==> config.mk <==
export PLATFORM = sky130hd
export DESIGN_NAME = rr_arbiter_15
export DESIGN_NICKNAME = d
export VERILOG_FILES = /design/src/rtl/cpu_arb_pkg.sv /design/src/rtl/rr_arbiter_15_pick.sv /design/src/rtl/rr_arbiter_15.sv
export SDC_FILE = /design/constraint.sdc
export NUM_CORES = 1
export LEC_CHECK = 0
export BUFFER_PORTS_ARGS = -buffer_cell sky130_fd_sc_hd__buf_4
export CORE_MARGIN = 10
export CORE_UTILIZATION = 65
export CTS_BUF_LIST = sky130_fd_sc_hd__clkbuf_16
export CTS_CLUSTER_SIZE = 24
export DETAILED_ROUTE_END_ITERATION = 12
export PLACE_DENSITY = 0.87
export RECOVER_POWER = 25
export SLEW_MARGIN = 10
export SYNTH_ARGS = -nofsm -noshare
export SYNTH_HDL_FRONTEND = slang
export SYNTH_SLANG_ARGS = --single-unit
==> constraint.sdc <==
create_clock -name clk -period 14.9 [get_ports clk]
set_input_delay 2.235 -clock clk [delete_from_list [all_inputs] [get_ports clk]]
set_output_delay 2.235 -clock clk [all_outputs]
set_load 0.005 [all_outputs]
==> src/rtl/cpu_arb_pkg.sv <==
// Shared types for the 15-requester round-robin arbiter and its owner-code encoder.
package cpu_arb_pkg;
  localparam int ARB_N  = 15;
  localparam int ARB_IW = 4;

  typedef logic [ARB_N-1:0] arb_vec_t;
  typedef enum logic {ARB_IDLE, ARB_OWNED} arb_state_t;

  // Owner code as seen by the downstream encoder: 0 = no owner, else index+1.
  function automatic logic [ARB_IW-1:0] arb_code(input arb_vec_t g);
    logic [ARB_IW-1:0] c;
    c = '0;
    for (int i = 0; i < ARB_N; i++) begin
      if (g[i]) c = ARB_IW'(i + 1);
    end
    return c;
  endfunction

  function automatic logic [ARB_IW-1:0] arb_next_idx(input logic [ARB_IW-1:0] idx);
    return (idx == ARB_IW'(ARB_N - 1)) ? '0 : idx + 1'b1;
  endfunction
endpackage

==> src/rtl/rr_arbiter_15_pick.sv <==
// Combinational round-robin pick: first set bit of req&mask starting at ptr, wrapping.
module rr_pick_15
  import cpu_arb_pkg::*;
(
  input  arb_vec_t          req,
  input  arb_vec_t          mask,
  input  logic [ARB_IW-1:0] ptr,
  output arb_vec_t          grant,
  output logic [ARB_IW-1:0] idx,
  output logic              found
);
  logic [2*ARB_N-1:0] dbl;
  arb_vec_t           rot;
  logic [ARB_IW-1:0]  off;
  logic [ARB_IW:0]    sum;
  logic [ARB_IW:0]    wrap;

  always_comb begin
    // Rotating the doubled vector puts requester ptr at bit 0.
    dbl   = {req & mask, req & mask} >> ptr;
    rot   = dbl[ARB_N-1:0];
    found = 1'b0;
    off   = '0;
    for (int i = ARB_N - 1; i >= 0; i--) begin
      if (rot[i]) begin
        found = 1'b1;
        off   = ARB_IW'(i);
      end
    end
    sum   = {1'b0, off} + {1'b0, ptr};
    wrap  = sum - (ARB_IW+1)'(ARB_N);
    idx   = (sum >= (ARB_IW+1)'(ARB_N)) ? wrap[ARB_IW-1:0] : sum[ARB_IW-1:0];
    grant = found ? (arb_vec_t'(1) << idx) : '0;
  end
endmodule

==> src/rtl/rr_arbiter_15.sv <==
// Registered round-robin arbiter for 15 requesters with bounded grant hold.
module rr_arbiter_15
  import cpu_arb_pkg::*;
#(
  parameter int N        = 15,
  parameter int MAX_HOLD = 16
) (
  input  logic         clk,
  input  logic         rst_n,
  input  logic [N-1:0] req,
  output logic [N-1:0] grant,
  output logic         busy,
  output logic         timeout
);
  localparam int HW = $clog2(MAX_HOLD + 1);
  localparam logic [HW-1:0] HOLD_MAX = HW'(MAX_HOLD);

  arb_state_t        state_q, state_d;
  arb_vec_t          grant_q, grant_d;
  logic [ARB_IW-1:0] own_q, own_d;
  logic [ARB_IW-1:0] ptr_q, ptr_d;
  logic [HW-1:0]     hold_q, hold_d;
  logic              timeout_q, timeout_d;
  logic              busy_q;

  arb_vec_t          req_v, mask, win_oh;
  logic [ARB_IW-1:0] win_idx;
  logic              win_found, own_req, hold_expired, take_win;

  assign req_v        = req;
  assign own_req      = |(req_v & grant_q);
  assign hold_expired = (hold_q >= HOLD_MAX);
  assign mask         = (state_q == ARB_OWNED && own_req && hold_expired) ? ~grant_q : '1;

  rr_pick_15 u_pick (
    .req  (req_v),
    .mask (mask),
    .ptr  (ptr_q),
    .grant(win_oh),
    .idx  (win_idx),
    .found(win_found)
  );

  always_comb begin
    state_d   = state_q;
    grant_d   = grant_q;
    own_d     = own_q;
    ptr_d     = ptr_q;
    hold_d    = hold_q;
    timeout_d = 1'b0;
    take_win  = 1'b0;
    case (state_q)
      ARB_IDLE: take_win = win_found;
      ARB_OWNED: begin
        if (own_req && !hold_expired) begin
          hold_d = hold_q + 1'b1;
        end else if (own_req) begin
          timeout_d = 1'b1;
          if (win_found) begin
            take_win = 1'b1;
          end else begin
            // Lone requester at its limit: regrant itself, pulse still fires.
            hold_d = HW'(1);
            ptr_d  = arb_next_idx(own_q);
          end
        end else if (win_found) begin
          take_win = 1'b1;
        end else begin
          state_d = ARB_IDLE;
          grant_d = '0;
          hold_d  = '0;
        end
      end
      default: state_d = ARB_IDLE;
    endcase
    if (take_win) begin
      state_d = ARB_OWNED;
      grant_d = win_oh;
      own_d   = win_idx;
      hold_d  = HW'(1);
      ptr_d   = arb_next_idx(win_idx);
    end
  end

  always_ff @(posedge clk or negedge rst_n) begin
    if (!rst_n) begin
      state_q   <= ARB_IDLE;
      grant_q   <= '0;
      own_q     <= '0;
      ptr_q     <= '0;
      hold_q    <= '0;
      timeout_q <= 1'b0;
      busy_q    <= 1'b0;
    end else begin
      state_q   <= state_d;
      grant_q   <= grant_d;
      own_q     <= own_d;
      ptr_q     <= ptr_d;
      hold_q    <= hold_d;
      timeout_q <= timeout_d;
      busy_q    <= |grant_d;
    end
  end

  assign grant   = grant_q;
  assign busy    = busy_q;
  assign timeout = timeout_q;
endmodule

# Word-level counts from Yosys, hierarchy flattened
# Cells that the tools add are included.
dict set report op_classes {
  bitwise 4
  addsub 5
  eq_ne 5
  n_mux 61
  n_lt_le_gt_ge 2
  n_reduce_logical 10
  shifts 2
}
# op count
set ops {}
lappend ops {{$mux W15} 7}
lappend ops {{$mux W4} 23}
lappend ops {{$and A15 B15 Y15} 2}
lappend ops {{$mux W5} 6}
lappend ops {{$reduce_or A15 Y1} 2}
lappend ops {{$shr A30 B4 Y15} 1}
lappend ops {{$mux W1} 24}
lappend ops {{$not A15 Y15} 1}
lappend ops {{$shl A1 B4 Y15 const A} 1}
lappend ops {{$add A4 B1 Y4 const B} 2}
lappend ops {{$eq A4 B4 Y1 const B} 2}
lappend ops {{$add A4 B4 Y5} 1}
lappend ops {{$add A5 B1 Y5 const B} 1}
lappend ops {{$ge A5 B4 Y1 const B} 1}
lappend ops {{$ge A5 B5 Y1 const B} 1}
lappend ops {{$reduce_and A4 Y1} 1}
lappend ops {{$reduce_bool A2 Y1} 2}
lappend ops {{$sub A4 B4 Y4 const B} 1}
lappend ops {{$logic_and A1 B1 Y1} 3}
lappend ops {{$ne A3 B1 Y1 const B} 1}
lappend ops {{$ne A2 B1 Y1 const B} 1}
lappend ops {{$ne A2 B2 Y1 const B} 1}
lappend ops {{$pmux W1 S2} 1}
lappend ops {{$reduce_and A2 Y1} 1}
lappend ops {{2 further kinds} 2}
dict set report word_totals {
  ff_bits 31
  inputBits 17
  elab_cells 96
}

# Longest topological paths before layout
# Gate-level depths: netlist of the first run.
dict set report depth {
  word_depth 29
  mapped_depth 27
  mapped_depth_nobuf 24
}

# Cells and area by module
# A second synthesis of the first run with hierarchy kept.
dict set report unflattened {
  hier_cells 437
  area_unflattened_um2 3525.9
}
# mod cells_per_inst n_inst area_per_inst_um2 seq_area_each_um2
set modules_own_cells {}
lappend modules_own_cells {rr_arbiter_15 204 1 1786.7 775.7}
lappend modules_own_cells {rr_pick_15 233 1 1739.2 0.0}

# Worst setup path after synthesis of the first run
# No wires, ideal clock.
dict set report synth_timing {
  path_type {input to register}
  startpoint {input port req[2]}
  endpoint {register ptr_q[2]}
  t_arrival_ns 7.417
  setup_ns 0.128
  required_time_ns 14.772
  n_path_buf 2
  setup_slack_ns 7.356
  cell_stages 26
  path_cell_list {a22oi_1 > and3_1 > buf_6 > and2_4 > buf_6 > o21ai_1 > o22ai_1 > or4_1 > o21a_1 > o41a_1 > o211ai_1 > a221oi_1 > o211ai_1 > ha_1 > fa_1 > ha_1 > a21oi_1 > nor2_1 > a221o_1 > and4b_1 > xnor2_1 > nand2b_1 > nand2b_1 > nand3_1 > o22ai_1 > mux2_1}
}
dict set report synth_via {
  elab_chain_cells 28
  word_cells_on_any_way 54
}
# item line_no
set synth_lines {}
lappend synth_lines {{from (decl)} rr_arbiter_15.sv:10} ;# input logic [N-1:0] req,
lappend synth_lines {{$and A15 B15 Y15} rr_arbiter_15.sv:31} ;# assign own_req = |(req_v & grant_q);
lappend synth_lines {{$reduce_or A15 Y1} rr_arbiter_15.sv:31}
lappend synth_lines {{$logic_and A1 B1 Y1 (2 in a row)} rr_arbiter_15.sv:33} ;# assign mask = (state_q == ARB_OWNED && own_req && hold_expired) ? ~grant_q : '1;
lappend synth_lines {{$mux W15} rr_arbiter_15.sv:33}
lappend synth_lines {{$and A15 B15 Y15} rr_arbiter_15_pick.sv:20} ;# dbl = {req & mask, req & mask} >> ptr;
lappend synth_lines {{$shr A30 B4 Y15} rr_arbiter_15_pick.sv:20}
lappend synth_lines {{$mux W4 (15 in a row)} rr_arbiter_15_pick.sv:25} ;# if (rot[i]) begin
lappend synth_lines {{$add A4 B4 Y5} rr_arbiter_15_pick.sv:30} ;# sum = {1'b0, off} + {1'b0, ptr};
lappend synth_lines {{$sub A4 B4 Y4 / $ge A5 B4 Y1 (equally long branches)} {rr_arbiter_15_pick.sv:31, rr_arbiter_15_pick.sv:32}}
lappend synth_lines {{$mux W4} rr_arbiter_15_pick.sv:32} ;# idx = (sum >= (ARB_IW+1)'(ARB_N)) ? wrap[ARB_IW-1:0] : sum[ARB_IW-1:0];
lappend synth_lines {{$add A4 B1 Y4 / $eq A4 B4 Y1 (equally long branches)} cpu_arb_pkg.sv:20} ;# return (idx == ARB_IW'(ARB_N - 1)) ? '0 : idx + 1'b1;
lappend synth_lines {{$mux W4} cpu_arb_pkg.sv:20}
lappend synth_lines {{$mux W4} rr_arbiter_15.sv:76} ;# if (take_win) begin
lappend synth_lines {{to (signal assigned)} rr_arbiter_15.sv:98} ;# ptr_q <= ptr_d;
lappend synth_lines {{to (decl)} rr_arbiter_15.sv:21} ;# logic [ARB_IW-1:0] ptr_q, ptr_d;
# Several ways; a longest one is shown, not always the timed one.
# A chain may end at the register's enable or synchronous reset.

# Worst setup path in the final report of the first run
dict set report layout_timing {
  startpoint {input port req[2]}
  endpoint {register busy_q (netlist: busy)}
}
dict set report layout_via {
  elab_chain_cells 29
  word_cells_on_any_way 53
}
# item line_no
set layout_lines {}
lappend layout_lines {{$and A15 B15 Y15} rr_arbiter_15.sv:31}
lappend layout_lines {{$reduce_or A15 Y1} rr_arbiter_15.sv:31}
lappend layout_lines {{$logic_and A1 B1 Y1 (2 in a row)} rr_arbiter_15.sv:33}
lappend layout_lines {{$mux W15} rr_arbiter_15.sv:33}
lappend layout_lines {{$and A15 B15 Y15} rr_arbiter_15_pick.sv:20}
lappend layout_lines {{$shr A30 B4 Y15} rr_arbiter_15_pick.sv:20}
lappend layout_lines {{$mux W4 (15 in a row)} rr_arbiter_15_pick.sv:25}
lappend layout_lines {{$add A4 B4 Y5} rr_arbiter_15_pick.sv:30}
lappend layout_lines {{$sub A4 B4 Y4 / $ge A5 B4 Y1 (equally long branches)} {rr_arbiter_15_pick.sv:31, rr_arbiter_15_pick.sv:32}}
lappend layout_lines {{$mux W4} rr_arbiter_15_pick.sv:32}
lappend layout_lines {{$shl A1 B4 Y15} rr_arbiter_15_pick.sv:33} ;# grant = found ? (arb_vec_t'(1) << idx) : '0;
lappend layout_lines {{$mux W15} rr_arbiter_15_pick.sv:33}
lappend layout_lines {{$mux W15 (*)} rr_arbiter_15.sv:76}
lappend layout_lines {{$reduce_or A15 Y1 (*)} rr_arbiter_15.sv:101} ;# busy_q <= |grant_d;
lappend layout_lines {{to (signal assigned)} rr_arbiter_15.sv:101}
lappend layout_lines {{to (decl)} rr_arbiter_15.sv:24} ;# logic busy_q;
# Mark *: on every way between the ends. The rest lies on a longest branch, timed or not.

==> results.yml, run 1 <==
hold_path:
  hold_path_depth: 1
  hp-start: "hold_q[3]"
  hold_path_end: "hold_q[3]"
  hold_class: "reg2reg"
layout:
  fillers: 379
  fin_cells: 520
  design_area_um2: 3824
  layout-drive-gt1-share: 0.1578
  area.growth.synth_to_final_pct: 10.89
  nets: 476
  n_antenna_cell: 0
clocking:
  h-tree-depth: 2
  clock-root-buffer: "clkbuf_16"
  cts_buffers: 5
  insertion_delay_ps: 280
  cts_buffer_depth: 2
  post_cts_resized: 0
  cts_tree: "built"
  cts_sinks: 31
  clk_pin_slew_ps: 50
  post_cts_buffers: 0
  hold_buffers: 0
setup_path:
  rrSetupSlack_ps: 7300
  worst-path-buf-inv: 1
  rr_endpoint: "busy"
  critPathMaxFanout: 22
  crit_top_cell: "a21oi_1"
  cp_data_required_time_ps: 15040
  reg2reg_depth: 24
  critPathLaunch: "req[2]"
  crit_family: "compound AO/OA/AOI/OAI gates"
  worst_setup_path_end_kind: "flip-flop"
  timing.setup.critical_path_class: "in2reg"
  critPathMaxStageDelay_ps: 850
  cp_slowest_cell: "o21ai_0"
  startpoint_type: "input pin"
  rr_startpoint: "grant[0]"
  worstPathArrival_ps: 9300
routing:
  routed_wl_um: 12600
  wl_per_cell_um: 24.22
  vias: 3969
  dr.pass1.iters: 7
  drt-initial-drc-count: 790
  ant_nets: 0
  avgViaCountPerCell: 7.633
  drcViolationCount: 0
die:
  io-pin-count: 34
  core_area_um2: 5140
  num_rows: 26
  die_x_um: 92.84
  die_h_um: 92.84
  start_util: 0.6709
  die-area_um2: 8618
logic_synthesis:
  synthCells: 425
  mappedNetlistArea_um2: 3448
  synth_seq_cells: 31
  synth_edf_count: 0
  ys_seq_area_frac: 0.2250
  async_reset_ff_frac: 1.000
  avgSynthCellArea_um2: 8.114
  ys_types: 77
  synth_ff_type: "dfrtp_1"
  yosysWarningCount: 0
  syn-num-nets: 451
sta:
  hold_viol: 0
  final-max-slew-violation-count: 32
  tightest_slew_ps: 1605
  rsz0062_at_grt: "false"
  skew_ps: 6.213
  slew_headroom: -0.07014
  holdWs_ps: 538.6
  setup_violations: 0
  fin_crit_ps: 9162
  fin_setup_tns_ps: 0
  timing.fmax_mhz: 109.1
  final.period_utilization: 0.6149
placed_design:
  routabilityCongestion: 0.9917
  hpwl_um: 8761
  placedCellCount: 513
  numPortBuffers: 33
  placed_area_um2: 3694
global_routing:
  grt_util_met2: 0.4673
  use_met1: 0.3405
  grt_max_degree: 32
  grt_overflow_total: 0
  grt_pass1_vias: 3839
  grt_busiest_layer: "met2"
  grt_pass1_wl_um: 19980
  use_met3: 0.05650
  antenna_found_initial: 0
  grt_usage: 0.2820
run:
  drv_cap: 1
run_status:
  failed_checks: "max-capacitance violations, max-slew violations"
  status: "finished, violations left"
synth_stat cells (all sizes together), types with 6 or more instances:
cell | count | area share
nor2 | 35 | 0.038
nand2 | 66 | 0.072
o21ai | 21 | 0.033
a21oi | 28 | 0.043
and2 | 7 | 0.013
o2bb2ai | 12 | 0.030
dfrtp | 31 | 0.22
o211ai | 6 | 0.013
nand3 | 8 | 0.012
nor4 | 7 | 0.015
a21boi | 6 | 0.013
clkbuf | 8 | 0.0087
mux2i | 10 | 0.029
mux4 | 10 | 0.069
o22ai | 24 | 0.044
nand2b | 7 | 0.013
inv | 10 | 0.011
a22oi | 7 | 0.015
buf | 10 | 0.024
or3 | 6 | 0.015
nand4 | 6 | 0.013
ha | 8 | 0.029
and3 | 8 | 0.015
nor3 | 7 | 0.012
area by class of cell:
type / instances / area (um2) / area share
clock buffers: 5 / 125.1 / 0.03272
well taps: 70 / 87.58 / 0.02291
flip-flops and latches: 31 / 775.7 / 0.2029
inverters: 11 / 41.29 / 0.01080
multi-input cells: 365 / 2519 / 0.6587
repair buffers: 36 / 266.5 / 0.06970
clock inverters: 2 / 8.758 / 0.002291
registers in the layout, indices dropped and copies added, names as in the netlist:
register  cells
own_q         4
grant        15
timeout       1
busy          1
state_q       1
hold_q        5
ptr_q         4
worst reg2reg max path, stage by stage, from the launching register on:
cell and delay (ps):
dfrtp_1 470, a22oi_1 120, and3_1 320, and2_4 300, o21ai_0 850, o22ai_1 260, or4_1 590, o21a_1 210
o41a_1 300, o211ai_1 230, a221oi_1 120, o211ai_1 250, ha_1 240, fa_1 500, ha_1 250, a21oi_1 160
nor2_1 70, a221o_1 410, and4b_1 240, xnor2_1 660, a21oi_1 220, a21oi_1 220, a21oi_1 110, o21ai_0 240
nand3_1 110
per-layer routing:
layer	vias up	share of wire
met5	-	0
met4	0	0.047
met3	83	0.12
met2	388	0.48
met1	1813	0.35
li1	1685	-
cells in the final DEF, fill, tap and decap left out, types with 7 or more instances in the layout:
cell type | Yosys | final
nand2_1 | 66 | 66
nor2_1 | 35 | 35
buf_4 | 2 | 35
dfrtp_1 | 31 | 31
a21oi_1 | 26 | 26
o22ai_1 | 24 | 24
o2bb2ai_1 | 12 | 12
o21ai_0 | 11 | 11
inv_1 | 10 | 10
mux2i_1 | 10 | 10
and3_1 | 8 | 8
o21ai_1 | 8 | 8
nand3_1 | 8 | 8
ha_1 | 8 | 8
a22oi_1 | 7 | 7
nand2b_1 | 7 | 7
mux4_2 | 7 | 7
logic make-up after synthesis:
kind of cell	count (synthesis)	synth area share
XOR/XNOR	6	0.01524
AND/OR/NAND/NOR	181	0.2750
buffers and inverters	29	0.04462
adder cells (fa/ha/maj)	9	0.03483
flip-flops	31	0.2250
AO/OA/AOI/OAI	144	0.2914
multiplexers	25	0.1139
metrics by stage:
stage | setup slack (ps) | utilization
after detailed placement | 6037 | 0.7186
after global routing | 5621 | 0.7439
after global placement | 6249 | 0.7186
after floorplan | 7356 | -
final | 5738 | 0.7439
after CTS | 6103 | 0.7446
how the worst max path moves through the flow:
stage | to | slack, ps | cells after the start
5_1_grt | busy | 5620 | 25
3_5_place_dp | ptr_q[2] | 6040 | 25
4_1_cts | busy | 6100 | 25
2_1_floorplan | ptr_q[2] | 7360 | 26
6_report | busy | 5740 | 25
3_3_place_gp | ptr_q[2] | 6250 | 25
Power of run 1 is not shown: default switching activity piles up to over one toggle a cycle in this logic, so the estimate is an artifact.
==> run 2, diff against run 1 <==
--- a/config.mk
+++ b/config.mk
@@ -7,11 +7,11 @@
 export LEC_CHECK = 0
 export BUFFER_PORTS_ARGS = -buffer_cell sky130_fd_sc_hd__buf_4
 export CORE_MARGIN = 10
-export CORE_UTILIZATION = 65
+export CORE_UTILIZATION = 61
 export CTS_BUF_LIST = sky130_fd_sc_hd__clkbuf_16
 export CTS_CLUSTER_SIZE = 24
 export DETAILED_ROUTE_END_ITERATION = 12
-export PLACE_DENSITY = 0.87
+export PLACE_DENSITY = 0.82
 export RECOVER_POWER = 25
 export SLEW_MARGIN = 10
 export SYNTH_ARGS = -nofsm -noshare
==> constraint.sdc (replaced) <==
create_clock -name clk -period 8.99 [get_ports clk]
set_input_delay 1.3485 -clock clk [delete_from_list [all_inputs] [get_ports clk]]
set_output_delay 1.3485 -clock clk [all_outputs]
set_load 0.005 [all_outputs]
==> run 2 against run 1 <==
Against the previous run:
- the flow still finishes with violations (max-capacitance violations, max-slew violations)
- critical path depth unchanged
- sequential share of layout area increased by 0.053 points
- global-route usage decreased by 4.3 points
- non-clock buffer count decreased by 2
- count of clock-buffer cells in the layout unchanged
- design area decreased by 0.26%
- first-iteration DRC count decreased by 46%
- via count decreased by 6.7%
- utilization decreased by 5.1 points
- critical endpoint is now ptr_q[2]
==> results.yml, run 2 (synthesis results as in run 1) <==
placed_design:
  place_ws_ps: 1149
  routabilityCongestion: 1.060
  numPortBuffers: 33
  hpwl_um: 8175
layout:
  n_antenna_cell: 0
  area.growth.synth_to_final_pct: 10.60
  final_util: 0.6926
  layout-drive-gt1-share: 0.1514
  largest_reg_flops: 15
  mostFrequentLayoutCells: "nand2_1, nor2_1, buf_4, dfrtp_1, a21oi_1"
  fillers: 463
  mostFrequentLayoutCell: "nand2_1"
  nets: 474
global_routing:
  grt_pass1_wl_um: 17630
  grt_usage: 0.2392
  grt_max_degree: 32
  antenna_found_initial: 0
  grt_pass1_vias: 3410
  grt_overflow_total: 0
run:
  drv_cap: 1
die:
  core_area_um2: 5507
  num_rows: 27
  die_x_um: 95.19
  io-pin-count: 34
  die_h_um: 95.19
  start_util: 0.6262
  die-area_um2: 9060
clocking:
  clock-root-buffer: "clkbuf_16"
  cts_sinks: 31
  cts_buffer_depth: 2
  post_cts_buffers: 0
  insertion_delay_ps: 280
  h-tree-depth: 2
  clk_pin_slew_ps: 50
  hold_buffers: 0
  cts_tree: "built"
  post_cts_resized: 0
  cts_buffers: 5
sta:
  skew_ps: 6.456
  final.period_utilization: 0.8728
  setup_violations: 0
  holdWs_ps: 500.8
  final-max-slew-violation-count: 32
  worst_slack_ps: 1143
  timing.fmax_mhz: 127.4
  slew_headroom: -0.06683
  fin_crit_ps: 7847
  rsz0062_at_grt: "false"
  hold_viol: 0
  tightest_slew_ps: 1600
  fin_setup_tns_ps: 0
routing:
  drcViolationCount: 0
  routed_wl_um: 11110
  wl_per_cell_um: 21.32
  ant_nets: 0
  drt-initial-drc-count: 424
  vias: 3703
  avgViaCountPerCell: 7.107
  dr.pass1.iters: 6
run_status:
  status: "finished, violations left"
  failed_checks: "max-capacitance violations, max-slew violations"
setup_path:
  worst_setup_path_end_kind: "flip-flop"
  startpoint_type: "input pin"
  critPathMaxFanout: 22
  rrSetupSlack_ps: 1790
  critPathLaunch: "req[2]"
  cp_data_required_time_ps: 9150
  worstPathArrival_ps: 8010
  timing.setup.critical_path_class: "in2reg"
  rr_startpoint: "grant[1]"
hold_path:
  hold_class: "reg2reg"
  hp-start: "hold_q[3]"
## run 2: cell count changes in the layout (fill, tap and decap cells not counted), sizes merged
cell | previous run | this run
buf | 35 | 33
inv | 10 | 11
## run 2: path summary, 6_finish.rpt
kind                                   to  cells past startpoint
worst max-delay path             ptr_q[2]                     25
min in group asynchronous        ptr_q[1]                      1
worst min-delay path            hold_q[3]                      1
worst min register to register  hold_q[3]                      1
worst max register to register   ptr_q[2]                     24
max in group asynchronous        own_q[3]                      1
## run 2: area by class of cell
class,instances,area (um2),area share
Sequential cell,31,775.7,0.2034
Inverter,11,41.29,0.01083
Clock inverter,3,11.26,0.002953
Tap cell,72,90.09,0.02362
Multi-Input combinational cell,365,2519,0.6604
Clock buffer,5,125.1,0.03281
Timing Repair Buffer,34,251.5,0.06594
## run 2: worst max-delay path, cell delays in order
cell and delay, ps:
buf_4 100, a22oi_1 70, and3_1 310, and2_4 290, o21ai_0 800, o22ai_1 260, or4_1 590, o21a_1 200
o41a_1 310, o211ai_1 210, a221oi_1 100, o211ai_1 210, ha_1 220, fa_1 490, ha_1 230, a21oi_1 110
nor2_1 50, a221o_1 390, nand2_1 130, xor2_1 550, nand2b_1 280, nand2b_1 270, nand3_1 110, o22ai_1 70
mux2_1 300
## run 2: routing by layer
| layer | global-route usage | routed length, um | vias to the layer above |
|---|---|---|---|
| li1 | - | - | 1686 |
| met1 | 0.3157 | 4427 | 1714 |
| met2 | 0.3886 | 5220 | 255 |
| met3 | 0.02985 | 1068 | 48 |
| met4 | 0.09352 | 394 | 0 |
| met5 | 0 | 0 | - |
## run 2: stage by stage
stage               std cells  instance area (um2)
floorplan                 425                 3448
global placement          513                 3681
detailed placement        513                 3681
CTS                       521                 3817
global route              521                 3814
finish                    521                 3814
Power of run 2 is left out for the same reason.
==> run 3, diff against run 2 <==
--- a/config.mk
+++ b/config.mk
@@ -11,7 +11,7 @@
 export CTS_BUF_LIST = sky130_fd_sc_hd__clkbuf_16
 export CTS_CLUSTER_SIZE = 24
 export DETAILED_ROUTE_END_ITERATION = 12
-export PLACE_DENSITY = 0.82
+export PLACE_DENSITY = 0.93
 export RECOVER_POWER = 25
 export SLEW_MARGIN = 10
 export SYNTH_ARGS = -nofsm -noshare
==> run 3 against run 2 <==
Against the previous run:
- the flow still finishes with violations (max-capacitance violations, max-slew violations)
- global-route usage is 1.1 points higher
- sequential share of layout area hardly changed
- via count increased by 1.8%
- clock skew up 1.4 ps
- critical endpoint unchanged
- largest cell class unchanged
==> results.yml, run 3 (synthesis results as in run 1) <==
clocking:
  cts_tree: "built"
  cts_sinks: 31
  insertion_delay_ps: 270
  cts_buffer_depth: 2
  cts_buffers: 5
  clk_pin_slew_ps: 50
  post_cts_buffers: 0
  hold_buffers: 0
  post_cts_resized: 0
  clock-root-buffer: "clkbuf_16"
  h-tree-depth: 2
setup_path:
  critPathMaxStageDelay_ps: 810
  cp_slowest_cell: "o21ai_0"
  rr_endpoint: "ptr_q[2]"
  timing.setup.critical_path_class: "in2reg"
  reg2reg_depth: 24
  rr_startpoint: "grant[4]"
  startpoint_type: "input pin"
  crit_family: "compound AO/OA/AOI/OAI gates"
  worstPathArrival_ps: 8120
  worst_setup_path_end_kind: "flip-flop"
  worst-path-buf-inv: 1
  critPathMaxFanout: 22
  cp_data_required_time_ps: 9150
  rrSetupSlack_ps: 1700
die:
  die-area_um2: 9060
  io-pin-count: 34
  num_rows: 27
  die_h_um: 95.19
  die_x_um: 95.19
  start_util: 0.6262
  core_area_um2: 5507
layout:
  n_antenna_cell: 0
  mostFrequentLayoutCell: "nand2_1"
  final_util: 0.6921
  area.growth.synth_to_final_pct: 10.52
  nets: 474
  largest_reg_flops: 15
  mostFrequentLayoutCells: "nand2_1, nor2_1, buf_4, dfrtp_1, a21oi_1"
  layout-drive-gt1-share: 0.1540
  fillers: 420
routing:
  vias: 3771
  ant_nets: 0
  routed_wl_um: 11570
  wl_per_cell_um: 22.24
  drcViolationCount: 0
  drt-initial-drc-count: 483
  avgViaCountPerCell: 7.252
  dr.pass1.iters: 6
sta:
  fin_setup_tns_ps: 0
  tightest_slew_ps: 1661
  timing.fmax_mhz: 125.6
  slew_headroom: -0.1075
  skew_ps: 7.807
  hold_viol: 0
  rsz0062_at_grt: "false"
  final-max-slew-violation-count: 32
  setup_violations: 0
  final.period_utilization: 0.8854
  fin_crit_ps: 7960
placed_design:
  numPortBuffers: 33
  hpwl_um: 8560
  routabilityCongestion: 1.030
hold_path:
  hp-start: "hold_q[3]"
  hold_path_end: "hold_q[3]"
  hold_path_depth: 1
  hold_class: "reg2reg"
global_routing:
  grt_overflow_total: 0
  antenna_found_initial: 0
  grt_pass1_vias: 3542
  grt_usage: 0.2501
  grt_max_degree: 32
  grt_pass1_wl_um: 18150
run_status:
  status: "finished, violations left"
  failed_checks: "max-capacitance violations, max-slew violations"
run:
  drv_cap: 1
-- run 3: cell types whose count changed in the layout (fill, tap and decap cells not counted) --
cell	change
clkinv_1	-1
clkinv_2	+1
inv_1	-1
-- run 3: layer usage --
layer / share of wire / GRT usage
met1: 0.39 / 0.3089
met2: 0.48 / 0.4051
met3: 0.094 / 0.05499
met4: 0.034 / 0.1197
met5: 0 / 0
-- run 3: final cells by class --
type / count / area, um2 / share of cell area
multi-input cells: 365 / 2519 / 0.6609
inverters: 11 / 41.29 / 0.01083
clock inverters: 2 / 8.758 / 0.002298
repair buffers: 34 / 251.5 / 0.06599
flip-flops and latches: 31 / 775.7 / 0.2035
clock buffers: 5 / 125.1 / 0.03283
well taps: 72 / 90.09 / 0.02364
-- run 3: per-stage QoR --
| stage | hold WS, ps | cells | cell area, um2 | worst slack, ps |
|---|---|---|---|---|
| floorplan | 451.2 | 425 | 3448 | 2332 |
| global placement | 465.0 | 513 | 3681 | 1177 |
| detailed placement | 504.5 | 513 | 3681 | 1053 |
| CTS | 510.2 | 520 | 3815 | 1257 |
| global route | 560.3 | 520 | 3811 | 745.5 |
| finish | 524.5 | 520 | 3811 | 1030 |
-- run 3: worst max-delay path by stage --
stage          startpoint  endpoint  depth (start not counted)
2_1_floorplan      req[2]  ptr_q[2]                         26
3_3_place_gp       req[7]  ptr_q[2]                         25
3_5_place_dp       req[2]  ptr_q[2]                         25
4_1_cts            req[2]  ptr_q[2]                         25
5_1_grt            req[2]  ptr_q[2]                         25
6_report           req[2]  ptr_q[2]                         25
Power of run 3 is left out for the same reason.
